**src/rtl/seq_left_normalizer_if.sv**
```systemverilog
// Request/result bundle for the sequential left normalizer.
// The master side issues start/din and observes the registered results;
// the slave side (the normalizer) consumes the request and drives the results.
interface seq_left_normalizer_if;
  logic        start;
  logic [15:0] din;
  logic [15:0] dout;
  logic [15:0] code;
  logic [3:0]  count;
  logic        zero;
  logic        busy;
  logic        done;

  modport master (
    output start,
    output din,
    input  dout,
    input  code,
    input  count,
    input  zero,
    input  busy,
    input  done
  );

  modport slave (
    input  start,
    input  din,
    output dout,
    output code,
    output count,
    output zero,
    output busy,
    output done
  );
endinterface

```
**src/rtl/seq_left_normalizer.sv**
```systemverilog
// Sequential left normalizer and shift-code encoder.
// Shifts a 16-bit word left one bit per clock until bit 15 is set, then
// reports the normalized word, the binary shift amount and a one-hot code
// (bit k set for a shift of k). code/dout feed the conditional right barrel
// shifter to recover the original word. Zero input finishes at once with
// zero=1 and all-zero results.
module seq_left_normalizer (
  input logic                  clk,
  input logic                  rst,
  seq_left_normalizer_if.slave bus
);

  typedef enum logic [1:0] {
    IDLE,
    SHIFT,
    DONE
  } state_t;

  state_t      state;
  state_t      state_nx;
  logic [15:0] data;
  logic [15:0] data_nx;
  logic [15:0] code_q;
  logic [15:0] code_nx;
  logic [3:0]  cnt;
  logic [3:0]  cnt_nx;
  logic        zero_q;
  logic        zero_nx;

  // State and result registers; reset clears everything and drops any request.
  always_ff @(posedge clk) begin
    if (rst) begin
      state  <= IDLE;
      data   <= '0;
      code_q <= '0;
      cnt    <= '0;
      zero_q <= 1'b0;
    end else begin
      state  <= state_nx;
      data   <= data_nx;
      code_q <= code_nx;
      cnt    <= cnt_nx;
      zero_q <= zero_nx;
    end
  end

  // Next-state and datapath update; registers hold unless the state acts.
  always_comb begin
    state_nx = state;
    data_nx  = data;
    code_nx  = code_q;
    cnt_nx   = cnt;
    zero_nx  = zero_q;
    unique case (state)
      IDLE: begin
        if (bus.start) begin
          data_nx = bus.din;
          cnt_nx  = '0;
          if (bus.din == '0) begin
            zero_nx  = 1'b1;
            code_nx  = '0;
            state_nx = DONE;
          end else begin
            zero_nx  = 1'b0;
            state_nx = SHIFT;
          end
        end
      end
      SHIFT: begin
        // Test before shifting so an already-normalized word costs no shift.
        if (data[15]) begin
          code_nx  = 16'd1 << cnt;
          state_nx = DONE;
        end else begin
          data_nx = {data[14:0], 1'b0};
          cnt_nx  = cnt + 4'd1;
        end
      end
      DONE: begin
        state_nx = IDLE;
      end
      default: begin
        state_nx = IDLE;
      end
    endcase
  end

  assign bus.dout  = data;
  assign bus.code  = code_q;
  assign bus.count = cnt;
  assign bus.zero  = zero_q;
  assign bus.busy  = (state != IDLE);
  assign bus.done  = (state == DONE);

  // A non-zero word reaches bit 15 within 15 shifts, so the counter never wraps.
  a_no_count_wrap : assert property (
    @(posedge clk) disable iff (rst)
      (state == SHIFT && !data[15]) |-> (cnt != 4'd15)
  );

  // Non-zero results are normalized and carry a matching one-hot code.
  a_done_normalized : assert property (
    @(posedge clk) disable iff (rst)
      (state == DONE && !zero_q) |-> (data[15] && code_q == (16'd1 << cnt))
  );

  // Zero results are all-zero.
  a_done_zero : assert property (
    @(posedge clk) disable iff (rst)
      (state == DONE && zero_q) |-> (data == '0 && code_q == '0 && cnt == '0)
  );

endmodule

```
**src/flat_wrapper.sv**
```systemverilog
// flat-port wrapper written by rule: the top's interface ports become plain ports
module seq_left_normalizer_flat 
  (clk, rst, bus_start, bus_din, bus_dout, bus_code, bus_count, bus_zero, bus_busy, bus_done);
  seq_left_normalizer_if bus_i ();
  input logic clk;
  input logic rst;
  input wire logic [$bits(bus_i.start)-1:0] bus_start;
  input wire logic [$bits(bus_i.din)-1:0] bus_din;
  output wire logic [$bits(bus_i.dout)-1:0] bus_dout;
  output wire logic [$bits(bus_i.code)-1:0] bus_code;
  output wire logic [$bits(bus_i.count)-1:0] bus_count;
  output wire logic [$bits(bus_i.zero)-1:0] bus_zero;
  output wire logic [$bits(bus_i.busy)-1:0] bus_busy;
  output wire logic [$bits(bus_i.done)-1:0] bus_done;
  assign bus_i.start = bus_start;
  assign bus_i.din = bus_din;
  assign bus_dout = bus_i.dout;
  assign bus_code = bus_i.code;
  assign bus_count = bus_i.count;
  assign bus_zero = bus_i.zero;
  assign bus_busy = bus_i.busy;
  assign bus_done = bus_i.done;
  seq_left_normalizer u_core (.clk(clk), .rst(rst), .bus(bus_i));
endmodule
```
**config.mk**
```make
export PLATFORM = sky130hd
export DESIGN_NAME = seq_left_normalizer_flat
export DESIGN_NICKNAME = d
export VERILOG_FILES = /design/src/rtl/seq_left_normalizer_if.sv /design/src/rtl/seq_left_normalizer.sv /design/src/flat_wrapper.sv
export SDC_FILE = /design/constraint.sdc
export NUM_CORES = 1
export LEC_CHECK = 0
export ABC_AREA = 1
export CAP_MARGIN = 30
export CORE_MARGIN = 3
export CORE_UTILIZATION = 43
export DETAILED_ROUTE_END_ITERATION = 10
export GPL_TIMING_DRIVEN = 0
export PLACE_DENSITY_LB_ADDON = 0.25
export SYNTH_ARGS = -nofsm -noshare
export SYNTH_HDL_FRONTEND = slang
export SYNTH_SLANG_ARGS = --single-unit
```
**constraint.sdc**
```tcl
create_clock -name clk -period 2 [get_ports clk]
set_input_delay 0.3 -clock clk [delete_from_list [all_inputs] [get_ports clk]]
set_output_delay 0.3 -clock clk [all_outputs]
set_load 0.005 [all_outputs]
```
==> impl_metrics.json, run 1 <==
{
  "outcome": "complete, no violations",
  "crit_family": "buffers and inverters",
  "slew_viol_final": 0,
  "seq_area_frac_synth_pct": 38.4,
  "critical_path_buf_inv_count": 1,
  "finClkSkew_ns": 0.00441,
  "post_cts.repair.setup_buffers": 0,
  "drc": 0,
  "final_area_mm2": 0.00280,
  "first_global_vias": 1779,
  "rsz0062_at_grt": "false",
  "nets": 364,
  "dp.cells": 384,
  "synth_top_cell_area_share_pct": 38.4,
  "grtUsageTotal_pct": 17.5,
  "most-common-layout-cells": "nand2_1, nor2_1, clkdlybuf4s50_1",
  "gr-total-overflow": 0,
  "period_needed_ns": 1.68,
  "wire_per_inst_um": 11.1,
  "fin_setup_tns_ns": 0,
  "grt_max_degree": 14,
  "whs_path_depth": 2,
  "critPathMaxFanout": 4,
  "grt_pass1_wl_mm": 7.59,
  "yosysTopAreaCell": "dfxtp_1",
  "hold_path.class": "reg2reg",
  "drtPass1Iterations": 4,
  "core_area_mm2": 0.00444,
  "drive_gt1_share_pct": 16.8,
  "rows": 24,
  "htree_levels": 2,
  "crit_cells": 1,
  "synth_edf_count": 0,
  "cts_tree": "done",
  "hold_viol": 0,
  "max_freq_mhz": 597,
  "syn_avg_cell_area_um2": 7.39,
  "die-area_mm2": 0.00559,
  "drtAntennaViolNets": 0,
  "area_growth_pct": 38.0,
  "cp_slowest_cell": "clkdlybuf4s50_1",
  "syn_nets": 300,
  "cpPeakStageDelay_ns": 0.57,
  "port_buffers": 57,
  "ctsResizeCount": 0,
  "dpl_worst_slack_ns": 0.176,
  "p_per_area_mw_per_mm2": 776,
  "critPathRequiredTime_ns": 1.70,
  "async_flop_share_pct": 0,
  "routed_wl_mm": 4.37,
  "timing.max_cap.violations": 0,
  "num_vias": 1835,
  "clock_sinks": 39,
  "ctsRootBufferMaster": "clkbuf_8",
  "yosys_warnings": 0,
  "cts_buffers": 5,
  "hold_buffers": 0,
  "die_y_um": 74.7,
  "synth_area_mm2": 0.00203,
  "placed_area_mm2": 0.00267,
  "drt_iter0_drc": 82,
  "cp-start-kind": "register",
  "tightest_slew_ns": 0.645,
  "fin_util_pct": 63.1,
  "via_per_inst": 4.68,
  "cp_cell_sequence": "clkdlybuf4s50_1",
  "setup_viol": 0,
  "pin_count": 58,
  "clkSlewWorstSetupHoldPaths_ns": 0.08,
  "peakVddDrop_uv": 370,
  "r2r_cells": 5,
  "diodes": 0,
  "initial_core_util_pct": 45.7,
  "relSlewSlack_pct": 57.0,
  "final_common_cell": "nand2_1",
  "crit_type": "reg2out",
  "netlist_instances": 275,
  "die_width_um": 74.7,
  "ys_top_cells_by_area": "dfxtp_1, nand2_1, nor2_1",
  "cts.path.max_buffers": 2,
  "final.period_utilization_pct": 83.8,
  "place.gp.congestion": 0.773,
  "layout_setup_ws_ns": 0.324,
  "synth_ff_type": "dfxtp_1",
  "antenna_found_initial": 0,
  "finalNonFillerCells": 392,
  "synth_cell_types": 31,
  "leakage_nw": 1.17,
  "hpwl_mm": 3.34,
  "worst_ep_arrival_time_ns": 1.38,
  "endpoint_kind": "output port",
  "clk_latency_ns": 0.29,
  "ys_ff_latch": 39
}
[through the flow]
| step | hold slack, ns | power (mW) |
|---|---|---|
| floorplan | 0.459 | 1.19 |
| global placement | 0.448 | 1.41 |
| detailed placement | 0.457 | 1.42 |
| CTS | 0.476 | 2.21 |
| global route | 0.488 | 2.28 |
| finish | 0.468 | 2.18 |
[Yosys cell counts (2+ instances only)]
master,number
o21ai_0,3
nand2_2,16
nor2_2,3
nor2_8,2
nand2_1,71
buf_4,3
a31oi_1,6
nor2_1,59
dfxtp_1,39
nand2_4,5
inv_1,24
a21oi_1,6
nand3_1,4
clkbuf_1,2
inv_2,2
a31oi_2,8
nor3_1,2
buf_6,2
ha_1,6
[state kept, by name (all words and copies together) (netlist names)]
register / flops
u_core.bus.code: 16
u_core.bus.count: 4
u_core.bus.dout: 16
u_core.bus.zero: 1
u_core.state: 2
[cells by family (layout without fill, tap and decap cells)]
logic type / Yosys count / after routing / share of synthesized area (%)
fa+ha+maj: 6 / 6 / 3.69
buf+inv: 38 / 103 / 9.54
flops: 39 / 39 / 38.4
simple gates: 163 / 163 / 36.9
compound gates: 29 / 29 / 11.4
[per-layer routing]
metal	GRT usage, %	up-vias	part of all wire [%]
li1	-	980	-
met1	19.7	803	46
met2	31.0	46	47
met3	5.87	6	6.0
met4	5.93	0	1.3
met5	0	-	0
[cell type report]
class	count	area [µm²]
plain buffers	9	77.6
clock buffers	5	68.8
clock inverters	3	67.6
fillers	411	1640
inverters	29	116
multi-input cells	198	1060
flip-flops and latches	39	781
well taps	52	65.1
repair buffers	57	571
[report_power, final]
group          total (mW)  internal [mW]  switching (mW)
clock               0.784          0.498           0.286
sequential          0.891          0.839          0.0525
combinational       0.500          0.253           0.247
total                2.18           1.59           0.586
[path summary, 6_finish.rpt]
path | to | slack (ns) | startpoint
worst max-delay path | bus_dout[15] | 0.32 | u_core.bus.dout[15]
worst min-delay path | u_core.bus.code[10] | 0.47 | u_core.bus.code[10]
worst max register to register | u_core.bus.count[2] | 0.66 | u_core.bus.count[2]
worst min register to register | u_core.bus.code[10] | 0.47 | u_core.bus.code[10]
Note: power is estimated with default switching activity, not from simulation.
==> run 2, diff against run 1 <==
Clock period 2 ns to 1.41 ns, I/O delays scaled along.
==> impl_metrics.json, run 2 (synthesis gave the netlist of run 1 again) <==
{
  "antenna_found_initial": 0,
  "peakVddDrop_uv": 465,
  "power.share.clock_pct": 35.6,
  "rsz0062_at_grt": "false",
  "tightest_slew_ns": 0.645,
  "drive_gt1_share_pct": 26.4,
  "finClkSkew_ns": 0.00214,
  "die_y_um": 74.7,
  "fin_setup_tns_ns": 0,
  "r2r_slack_ns": 0.08,
  "gr-total-overflow": 0,
  "place.gp.congestion": 0.773,
  "timing.max_cap.violations": 0,
  "num_vias": 1871,
  "cp-start-kind": "register",
  "area_growth_pct": 48.8,
  "relSlewSlack_pct": 57.0,
  "r2r_cells": 6,
  "worst_ep_arrival_time_ns": 1.17,
  "pwr-share-comb_pct": 24.2,
  "startpoint": "u_core.bus.dout[9]",
  "clkSlewWorstSetupHoldPaths_ns": 0.08,
  "die_width_um": 74.7,
  "power_switching_mw": 0.876,
  "p_int_mw": 2.29,
  "p_per_area_mw_per_mm2": 1050,
  "period_needed_ns": 1.38,
  "swShare_pct": 27.7,
  "initial_core_util_pct": 45.7,
  "cp_cell_sequence": "clkdlybuf4s50_1",
  "whs_path_depth": 3,
  "clk_latency_ns": 0.29,
  "htree_levels": 2,
  "drc": 0,
  "dp.cells": 384,
  "critPathRequiredTime_ns": 1.20,
  "max_freq_mhz": 726,
  "seqPwrFrac_pct": 40.2,
  "cp_slowest_cell": "clkdlybuf4s50_1",
  "port_buffers": 57,
  "rows": 24,
  "hold-path-endpoint": "u_core.bus.dout[0]",
  "fin_util_pct": 68.0,
  "rr_startpoint": "u_core.state[1]",
  "ctsRootBufferMaster": "clkbuf_8",
  "via_per_inst": 4.67,
  "grtUsageTotal_pct": 17.6,
  "hold_path.class": "in2reg",
  "pin_count": 58,
  "leakage_nw": 1.46,
  "endpoint_kind": "output port",
  "cpPeakStageDelay_ns": 0.51,
  "total_power_mw": 3.17,
  "hpwl_mm": 3.34,
  "critPathMaxFanout": 3,
  "diodes": 0,
  "hold_start": "bus_din[0]",
  "nets": 373,
  "drtPass1Iterations": 6,
  "drt_iter0_drc": 72,
  "layout_setup_ws_ns": 0.0331,
  "final_common_cell": "nand2_1",
  "outcome": "complete, no violations",
  "die-area_mm2": 0.00559,
  "critical_path_buf_inv_count": 1,
  "fill_cells": 377,
  "crit_family": "buffers and inverters",
  "dpl_worst_slack_ns": -0.325,
  "core_area_mm2": 0.00444,
  "final.period_utilization_pct": 97.7,
  "most-common-layout-cells": "nand2_1, nor2_1, clkdlybuf4s50_1",
  "routed_wl_mm": 4.72,
  "worst_r2r_endpoint": "u_core.bus.dout[8]",
  "drtAntennaViolNets": 0,
  "slew_viol_final": 0,
  "clock_sinks": 39,
  "cts_buffers": 5,
  "grt_pass1_wl_mm": 7.62,
  "wire_per_inst_um": 11.8,
  "finalNonFillerCells": 401,
  "cts.path.max_buffers": 2,
  "first_global_vias": 1782,
  "crit_type": "reg2out",
  "grt_max_degree": 14,
  "cts_tree": "done",
  "hold_viol": 0,
  "setup_viol": 0
}
[run 2: how the worst max path moves through the flow]
stage / to / depth (start not counted)
2_1_floorplan: u_core.bus.count[2] / 5
3_3_place_gp: u_core.bus.code[12] / 10
3_5_place_dp: u_core.bus.code[12] / 10
4_1_cts: bus_dout[4] / 1
5_1_grt: bus_dout[9] / 1
6_report: bus_dout[9] / 1
[run 2: metal layers]
metal / vias to the layer above / wire, µm / track usage, %
met5: - / 0 / 0
met4: 0 / 63 / 5.93
met3: 7 / 261 / 5.87
met2: 47 / 2280 / 31.4
met1: 815 / 2110 / 19.6
li1: 1002 / - / -
[run 2: cell type report]
cell class                      instances  area [µm²]  share of cell area [%]
Tap cell                               52        65.1                    2.15
Inverter                               29         116                    3.85
Clock inverter                          3        67.6                    2.24
Multi-Input combinational cell        199        1110                    36.6
Clock buffer                            5        68.8                    2.28
Timing Repair Buffer                   65         698                    23.1
Buffer                                  9        88.8                    2.94
Sequential cell                        39         812                    26.9
[run 2: what timing repair did]
action,in CTS,in global routing
resized for setup,20,38
setup endpoints to repair,15,24
gates cloned,0,2
pin swaps,1,17
hold buffers,0,0
setup buffers,0,7
[run 2: stage by stage]
step / hold WS, ns / cell area, µm²
5_1_grt: 0.221 / 3020
3_3_place_gp: 0.448 / 2670
4_1_cts: 0.476 / 2830
2_1_floorplan: 0.371 / 2030
3_5_place_dp: 0.457 / 2670
6_report: 0.220 / 3020
[run 2: power groups by stage]
stage               Sequential [mW]  Clock, mW  Combinational, mW
floorplan                      1.29          0              0.403
global route                   1.29       1.17              0.851
detailed placement             1.29          0              0.718
CTS                            1.27       1.15              0.716
global placement               1.29          0              0.706
finish                         1.27       1.13              0.766
==> run 3, diff against run 2 <==
Settings changed: ABC_AREA 1 to default, CORE_UTILIZATION 43 to 40.
==> impl_metrics.json, run 3 <==
{
  "swShare_pct": 26.8,
  "cts_buffers": 5,
  "ys_ff_latch": 39,
  "clock_sinks": 39,
  "hpwl_mm": 3.01,
  "leakage_nw": 1.11,
  "rr_startpoint": "u_core.state[1]",
  "synth_common_cells": "dfxtp_1, a21oi_1, a22oi_1, nand2_1, a22o_1",
  "wire_per_inst_um": 15.5,
  "violations": "setup timing",
  "htree_levels": 2,
  "layout_setup_ws_ns": -0.0632,
  "first_global_vias": 1466,
  "whs_path_depth": 2,
  "diodes": 0,
  "drtAntennaViolNets": 0,
  "fill_cells": 298,
  "period_needed_ns": 1.47,
  "p_int_mw": 1.76,
  "num_vias": 1590,
  "cts.path.max_buffers": 2,
  "r2r_slack_ns": -0.06,
  "ctsRootBufferMaster": "clkbuf_8",
  "port_buffers": 56,
  "syn_nets": 186,
  "seqPwrFrac_pct": 49.5,
  "cts_tree": "done",
  "final_common_cell": "clkdlybuf4s50_1",
  "critPathRequiredTime_ns": 1.62,
  "nets": 269,
  "hold_viol": 0,
  "relSlewSlack_pct": 65.3,
  "netlist_instances": 161,
  "cp-start-kind": "register",
  "yosysTopAreaCell": "dfxtp_1",
  "final.period_utilization_pct": 104,
  "gr-total-overflow": 0,
  "power_switching_mw": 0.645,
  "area_growth_pct": 61.7,
  "synth_edf_count": 0,
  "crit_type": "reg2reg",
  "synth_top_cell_area_share_pct": 47.6,
  "drive_gt1_share_pct": 29.4,
  "core_area_mm2": 0.00380,
  "die-area_mm2": 0.00491,
  "p_per_area_mw_per_mm2": 907,
  "endpoint_kind": "register",
  "place.gp.congestion": 0.735,
  "drtPass1Iterations": 4,
  "yosysMostFrequentCell": "dfxtp_1",
  "worst_ep_arrival_time_ns": 1.69,
  "seq_area_frac_synth_pct": 47.6,
  "clk_latency_ns": 0.29,
  "final_area_mm2": 0.00265,
  "async_flop_share_pct": 0,
  "synth_cell_types": 35,
  "total_power_mw": 2.41,
  "yosys_warnings": 0,
  "routed_wl_mm": 4.55,
  "pwr-share-comb_pct": 19.9,
  "initial_core_util_pct": 43.2,
  "die_width_um": 70.1,
  "power.share.clock_pct": 30.6,
  "critPathMaxFanout": 7,
  "hold_path.class": "in2reg",
  "max_freq_mhz": 679,
  "placed_area_mm2": 0.00226,
  "via_per_inst": 5.43,
  "timing.max_cap.violations": 0,
  "hold-path-endpoint": "u_core.state[1]",
  "grt_pass1_wl_mm": 7.00,
  "pin_count": 58,
  "rsz0062_at_grt": "true",
  "clkSlewWorstSetupHoldPaths_ns": 0.08,
  "grt_max_degree": 12,
  "rows": 22,
  "setup_viol": 7,
  "drt_iter0_drc": 101,
  "die_y_um": 70.1,
  "tightest_slew_ns": 0.520,
  "drc": 0,
  "antenna_found_initial": 0,
  "finClkSkew_ns": 0.00860,
  "r2r_cells": 6,
  "most-common-layout-cells": "clkdlybuf4s50_1, dfxtp_1, buf_4",
  "fin_setup_tns_ns": -0.156,
  "syn_avg_cell_area_um2": 10.2,
  "hold_start": "rst",
  "grtUsageTotal_pct": 17.6,
  "synth_ff_type": "dfxtp_1",
  "outcome": "finished with violations",
  "worst_r2r_endpoint": "u_core.bus.count[3]",
  "ys_top_cells_by_area": "dfxtp_1, a22oi_1, a22o_1",
  "synth_area_mm2": 0.00164,
  "slew_viol_final": 0,
  "peakVddDrop_uv": 463
}
==> run 3: critical path, stage by stage, from the launching register on <==
cell and delay, ns:
dfxtp_4 0.38, buf_6 0.12, nor3b_4 0.26, buf_6 0.17
nand4_1 0.12, xor2_1 0.18, nor3_1 0.17
==> run 3: timing repair <==
item	in CTS	in global routing
cloned	1	1
hold buffers	0	0
resized for setup	36	38
endpoints found under the hold margin	0	0
buffers inserted	4	15
pin swaps	5	8
setup endpoints to repair	35	44
==> run 3: power groups by stage <==
stage | logic [mW] | registers, mW | clock network [mW]
2_1_floorplan | 0.180 | 1.20 | 0
3_3_place_gp | 0.365 | 1.21 | 0
3_5_place_dp | 0.367 | 1.21 | 0
4_1_cts | 0.363 | 1.18 | 0.736
5_1_grt | 0.512 | 1.20 | 0.777
6_report | 0.479 | 1.19 | 0.738
==> run 3: area by class of cell <==
class	count	area (µm²)	share of cell area (%)
multi-input cells	107	852	32.1
flip-flops and latches	39	818	30.8
repair buffers	77	746	28.1
plain buffers	10	81.3	3.06
clock buffers	7	76.3	2.88
well taps	48	60.1	2.26
inverters	4	15.0	0.566
clock inverters	1	5.00	0.189
==> run 3: worst max-delay path by stage <==
| stage | start | end | slack [ns] | cells after the start |
|---|---|---|---|---|
| 2_1_floorplan | bus_din[5] | u_core.bus.code[10] | 0.11 | 5 |
| 3_3_place_gp | bus_din[13] | u_core.bus.code[9] | -0.49 | 6 |
| 3_5_place_dp | bus_din[13] | u_core.bus.code[10] | -0.51 | 6 |
| 4_1_cts | u_core.state[1] | u_core.bus.count[3] | -0.006 | 6 |
| 5_1_grt | u_core.state[1] | u_core.bus.count[3] | -0.16 | 6 |
| 6_report | u_core.state[1] | u_core.bus.count[3] | -0.06 | 6 |
==> run 3: layer usage <==
metal,GRT usage [%],part of all wire [%]
met4,7.66,0.92
met2,27.4,48
met1,22.6,46
met5,0,0
met3,5.04,5.0
==> run 3: metrics by stage <==
| stage | util (%) | std cells | hold slack, ns | setup WS, ns |
|---|---|---|---|---|
| after floorplan | - | 161 | 0.374 | 0.105 |
| after global placement | 59.6 | 265 | 0.454 | -0.494 |
| after detailed placement | 59.6 | 265 | 0.458 | -0.512 |
| after CTS | 63.2 | 277 | 0.190 | -0.00621 |
| after global routing | 69.9 | 293 | 0.231 | -0.159 |
| final | 69.9 | 293 | 0.199 | -0.0632 |
==> run 3: cell families after synthesis <==
| logic type | after synthesis | synth area share (%) |
|---|---|---|
| adders and majority gates | 6 | 4.57 |
| DFF | 39 | 47.6 |
| AOI/OAI and AO/OA | 51 | 22.9 |
| and+or+nand+nor | 46 | 18.0 |
| muxes | 2 | 1.22 |
| xor gates and xnor gates | 2 | 1.07 |
| buffers and inverters | 15 | 4.72 |
